$ cat config.mk
export PLATFORM = sky130hd
export DESIGN_NAME = uart_tx_fifo
export DESIGN_NICKNAME = d
export VERILOG_FILES = /design/src/rtl/uart_tx_fifo.sv
export SDC_FILE = /design/constraint.sdc
export NUM_CORES = 1
export LEC_CHECK = 0
export ABC_AREA = 1
export CORE_ASPECT_RATIO = 0.5
export CORE_MARGIN = 5
export CORE_UTILIZATION = 59
export CTS_BUF_LIST = sky130_fd_sc_hd__clkbuf_4 sky130_fd_sc_hd__clkbuf_8 sky130_fd_sc_hd__clkbuf_16
export DETAILED_ROUTE_END_ITERATION = 8
export GPL_TIMING_DRIVEN = 0
export PLACE_DENSITY = 0.79
export SLEW_MARGIN = 10
export SYNTH_ARGS = -nofsm -noshare
export SYNTH_HDL_FRONTEND = slang
export SYNTH_SLANG_ARGS = --single-unit
$ cat constraint.sdc
create_clock -name clk -period 3.2 [get_ports clk]
set_input_delay 0.64 -clock clk [delete_from_list [all_inputs] [get_ports clk]]
set_output_delay 0.64 -clock clk [all_outputs]
set_load 0.005 [all_outputs]
$ cat src/rtl/uart_tx_fifo.sv
// Buffered UART transmitter: FIFO-fed serializer with configurable width, parity and stop bits.
// First start bit one cycle after a push into an idle, empty block; in_ready low only while full.
module uart_tx_fifo #(
  parameter int DATA_BITS    = 8,
  parameter int CLKS_PER_BIT = 16,
  parameter int PARITY_EN    = 0,
  parameter int PARITY_ODD   = 0,
  parameter int STOP_BITS    = 1,
  parameter int FIFO_DEPTH   = 4
) (
  input  logic                        clk,
  input  logic                        rst,
  input  logic [DATA_BITS-1:0]        in_data,
  input  logic                        in_valid,
  output logic                        in_ready,
  output logic                        txd,
  output logic                        busy,
  output logic                        tx_done,
  output logic [$clog2(FIFO_DEPTH):0] fifo_level
);

  localparam int PW = $clog2(FIFO_DEPTH);
  localparam int LW = PW + 1;
  localparam int CW = $clog2(CLKS_PER_BIT);
  localparam int IW = $clog2(DATA_BITS);
  localparam logic [CW-1:0] BIT_LAST  = CW'(CLKS_PER_BIT - 1);
  localparam logic [IW-1:0] IDX_LAST  = IW'(DATA_BITS - 1);
  localparam logic [LW-1:0] FULL_LVL  = LW'(FIFO_DEPTH);
  localparam logic          STOP_LAST = (STOP_BITS == 2);
  localparam logic          ODD       = (PARITY_ODD != 0);

  typedef enum logic [2:0] {IDLE, START, DATA, PARITY, STOP} state_t;

  state_t               state, state_nxt;
  logic [DATA_BITS-1:0] mem [FIFO_DEPTH];
  logic [PW-1:0]        wr_ptr, rd_ptr;
  logic [LW-1:0]        level;
  logic [CW-1:0]        bit_cnt, bit_cnt_nxt;
  logic [IW-1:0]        data_idx, data_idx_nxt;
  logic                 stop_idx, stop_idx_nxt;
  logic [DATA_BITS-1:0] shreg, shreg_nxt;
  logic [DATA_BITS-1:0] head;
  logic                 par, par_nxt;
  logic                 txd_nxt;
  logic                 push, pop, start_frame, bit_wrap, has_word;

  assign in_ready   = level < FULL_LVL;
  assign push       = in_valid && in_ready;
  assign has_word   = level != '0;
  assign head       = mem[rd_ptr];
  assign bit_wrap   = bit_cnt == BIT_LAST;
  assign busy       = state != IDLE;
  assign fifo_level = level;

  always_ff @(posedge clk) begin
    if (push) mem[wr_ptr] <= in_data;
  end

  always_ff @(posedge clk) begin
    if (!rst) begin
      wr_ptr <= '0;
      rd_ptr <= '0;
      level  <= '0;
    end else begin
      if (push) wr_ptr <= wr_ptr + 1'b1;
      if (pop)  rd_ptr <= rd_ptr + 1'b1;
      if (push && !pop)      level <= level + 1'b1;
      else if (pop && !push) level <= level - 1'b1;
    end
  end

  always_comb begin
    state_nxt    = state;
    bit_cnt_nxt  = bit_cnt;
    data_idx_nxt = data_idx;
    stop_idx_nxt = stop_idx;
    shreg_nxt    = shreg;
    par_nxt      = par;
    txd_nxt      = txd;
    start_frame  = 1'b0;
    pop          = 1'b0;
    tx_done      = 1'b0;

    if (state != IDLE) bit_cnt_nxt = bit_wrap ? '0 : bit_cnt + 1'b1;

    case (state)
      IDLE: start_frame = has_word;
      START: begin
        if (bit_wrap) begin
          state_nxt    = DATA;
          data_idx_nxt = '0;
          txd_nxt      = shreg[0];
          shreg_nxt    = shreg >> 1;
        end
      end
      DATA: begin
        if (bit_wrap) begin
          if (data_idx != IDX_LAST) begin
            data_idx_nxt = data_idx + 1'b1;
            txd_nxt      = shreg[0];
            shreg_nxt    = shreg >> 1;
          end else if (PARITY_EN != 0) begin
            state_nxt = PARITY;
            txd_nxt   = par;
          end else begin
            state_nxt    = STOP;
            stop_idx_nxt = 1'b0;
            txd_nxt      = 1'b1;
          end
        end
      end
      PARITY: begin
        if (bit_wrap) begin
          state_nxt    = STOP;
          stop_idx_nxt = 1'b0;
          txd_nxt      = 1'b1;
        end
      end
      STOP: begin
        if (bit_wrap) begin
          if (stop_idx == STOP_LAST) begin
            tx_done = 1'b1;
            // Back-to-back frames: the next start bit follows the stop bit with no gap.
            if (has_word) begin
              start_frame = 1'b1;
            end else begin
              state_nxt = IDLE;
              txd_nxt   = 1'b1;
            end
          end else begin
            stop_idx_nxt = 1'b1;
          end
        end
      end
      default: begin
        state_nxt = IDLE;
        txd_nxt   = 1'b1;
      end
    endcase

    if (start_frame) begin
      pop         = 1'b1;
      shreg_nxt   = head;
      par_nxt     = (^head) ^ ODD;
      txd_nxt     = 1'b0;
      state_nxt   = START;
      bit_cnt_nxt = '0;
    end
  end

  always_ff @(posedge clk) begin
    if (!rst) begin
      state    <= IDLE;
      bit_cnt  <= '0;
      data_idx <= '0;
      stop_idx <= 1'b0;
      shreg    <= '0;
      par      <= 1'b0;
      txd      <= 1'b1;
    end else begin
      state    <= state_nxt;
      bit_cnt  <= bit_cnt_nxt;
      data_idx <= data_idx_nxt;
      stop_idx <= stop_idx_nxt;
      shreg    <= shreg_nxt;
      par      <= par_nxt;
      txd      <= txd_nxt;
    end
  end

endmodule

==> impl_results.md <==
* Final std cell area, no fill at 0.00324 mm2
* Worst hold start: shreg[3]
* First-pass GRT wire length at 9530 um
* Data arrival at the endpoint of the critical path at 1.81 ns
* Mean routed wirelength per cell at 13.3 um
* Antenna cell count at 0
* Worst voltage drop across the vdd grid at 431 uV
* DRT iter0 DRCs at 82
* Type of the setup path with the least slack: reg2out
* Final Hold Fails at 0
* Total via count in the routed design at 2137
* Number of endpoints failing setup at the final stage at 0
* Setup crit start: bit_cnt[1]
* IO Port Bufs at 16
* Share of total power consumed by net switching at 40.1%
* Min cycle time layout at 2.45 ns
* Hold-critical path depth at 2
* Worst hold path type: reg2reg
* Power Internal at 1.70 mW
* Top-level I/O count at 18
* Routed Antenna Nets at 0
* Critical register-to-register path endpoint: fifo_level[2]
* GRT Overall Usage at 20.0%
* Standard-cell rows at 17
* Worst reg2reg setup slack at 0.90 ns
* Total core area at 0.00451 mm2
* Upper clock frequency limit at 409 MHz
* Count of buffers added by post-CTS timing repair for setup at 0
* Number of max-cap violations at 0
* Die span in y at 58.8 um
* Clk_lat worst skew at 0.35 ns
* Hold Crit Endpoint: shreg[3]
* Number of global-route vias before repair at 2103
* Clock sink count at 60
* Synthesis-to-layout area growth at 15.1%
* Cell Area, Synth at 0.00282 mm2
* Count of warnings emitted by yosys at 0
* Most frequent cells in the layout: sky130_fd_sc_hd__nand2_1, sky130_fd_sc_hd__inv_1, sky130_fd_sc_hd__edfxtp_1, sky130_fd_sc_hd__nand3_1, sky130_fd_sc_hd__dfxtp_1
* CTS Buffer Depth at 2
* Nets at 371
* Switch Pwr at 1.14 mW
* Flops & latches, synth at 60
* Worst-case reg-to-reg path depth at 12
* RSZ-0062 raised after global routing: no
* Worst Hold Slack at 0.482 ns
* Detailed Routing Iterations Pass 1 at 4
* Seq/Total Area, Yosys at 54.0%
* Critical path required time at 2.56 ns
* Max transition margin at 43.8%
* Maximum number of pins on one net before global-route repair at 13
* Critical R2R Launch: bit_cnt[0]
* Fillers at 350
* TritonCTS clock tree: yes
* PnR Total Power at 2.84 mW
* Count of unique library cells instantiated by Yosys at 27
* Combinational group share of total power at 41.4%
* Overall die area at 0.00634 mm2
* Mean Syn Cell Area at 8.69 um2
* Status: complete, no violations
* Synthesized net count at 344
* Post-route clock skew at 0.00722 ns
* Most common cell after layout, fill and taps aside: sky130_fd_sc_hd__nand2_1
* Total CTS buffers at 9
* Lkg Pwr at 1.42 nW
* Slew at the pin closest to its max-slew limit at 0.841 ns
* Effective utilization at floorplan at 62.4%
* Clock Root Buffer: sky130_fd_sc_hd__clkbuf_8
* Proportion of power drawn by flip-flops and latches at 36.7%
* Share of the clock period used by the worst path after layout at 76.4%
* Final TNS setup at 0 ns
* Proportion of layout cells with a drive suffix above 1 at 12.6%
* CP Launch Type: register
* Power density of the placed cells at 876 mW/mm2
* Cts hold-fix bufs at 0
* Cts repair resizes at 0
* Total Routed Length at 5630 um
* Cells after Synth at 324
* Clock network fraction of total power at 21.9%
* Maximum fanout count along the critical path at 7
* Die X at 108 um
* H-tree level count at 3
* Category of the worst setup path capture point: output port
* HPWL after detailed placement at 3960 um
* Avg Vias per Cell at 5.06
* Final weighted congestion of routability-driven global placement at 0.819
* Pins over their slew limit at 0
* Number of antenna violations at the first check in global routing at 0
* Global-route congestion overflow total at 0
* Remaining DRCs at 0
* Placed Instance Area at 0.00306 mm2
* Clock-pin slew of the registers on the worst-case setup and hold paths at 0.07 ns
## per-stage QoR
step	util (%)	setup slack (ns)	cells
3_3_place_gp	67.8	0.723	406
5_1_grt	71.8	0.632	422
2_1_floorplan	-	1.16	324
6_report	71.8	0.755	422
3_5_place_dp	67.8	0.622	406
4_1_cts	71.8	0.742	422
## cells in the mapped netlist, drive strengths merged
| cell | count | area share, % |
|---|---|---|
| nand2 | 88 | 13 |
| inv | 53 | 7.1 |
| edfxtp | 32 | 34 |
| nand3 | 31 | 6.0 |
| dfxtp | 28 | 20 |
| nor2 | 27 | 4.4 |
| a21oi | 23 | 4.4 |
| o21ai | 15 | 2.7 |
| buf | 8 | 2.2 |
| ha | 8 | 3.6 |
| nor3 | 3 | 0.53 |
| clkbuf | 2 | 0.27 |
| a31oi | 1 | 0.22 |
| fa | 1 | 0.71 |
| nand4 | 1 | 0.22 |
| nor2b | 1 | 0.22 |
| nor3b | 1 | 0.44 |
| o22ai | 1 | 0.22 |
## power by group through the flow
stage | clock network (mW) | registers (mW) | logic (mW)
after floorplan | 0 | 1.04 | 0.876
after global placement | 0 | 1.05 | 1.12
after detailed placement | 0 | 1.06 | 1.17
after CTS | 0.633 | 1.04 | 1.17
after global routing | 0.672 | 1.06 | 1.32
final | 0.621 | 1.04 | 1.17
## per-layer routing
metal	GRT usage, %	wire length (um)	share of wire, %
met3	8.43	297	5.3
met1	23.2	2530	45
met2	34.0	2720	48
met4	6.29	75	1.3
met5	0	0	0
## layout make-up
type                            instances  area (um2)  area share [%]
Timing Repair Buffer                   16         160            4.94
Multi-Input combinational cell        201        1020            31.6
Sequential cell                        60        1520            47.0
Buffer                                 10        70.1            2.16
Clock buffer                           10         131            4.06
Tap cell                               66        82.6            2.55
Clock inverter                          6        50.0            1.54
Inverter                               53         199            6.14
## critical path: stages (launching register included)
cell                              delay, ns
sky130_fd_sc_hd__dfxtp_1               0.37
sky130_fd_sc_hd__ha_1                  0.23
sky130_fd_sc_hd__nand3_2               0.16
sky130_fd_sc_hd__nor3_1                0.17
sky130_fd_sc_hd__clkdlybuf4s50_1       0.53
## worst max path at each step
stage | cells past startpoint | to | slack (ns)
floorplan | 12 | fifo_level[2] | 1.16
global route | 4 | tx_done | 0.63
detailed placement | 10 | fifo_level[2] | 0.62
CTS | 4 | tx_done | 0.74
global placement | 10 | fifo_level[2] | 0.72
finish | 4 | tx_done | 0.75
## state kept, by name (all words and copies together) (netlist names), named ones only
| name | flops |
|---|---|
| fifo_level | 3 |
| state | 3 |
| mem | 32 |
| shreg | 8 |
| txd | 1 |
| wr_ptr | 2 |
| rd_ptr | 2 |
| bit_cnt | 4 |
| data_idx | 3 |
## kinds of logic after synthesis
kind of cell	count (synthesis)	share of synthesized area (%)
fa+ha+maj	9	4.27
buf+inv	63	9.56
flops	60	54.0
compound gates	40	7.47
simple gates	152	24.7
No activity file was read; power rests on OpenSTA's default activity.
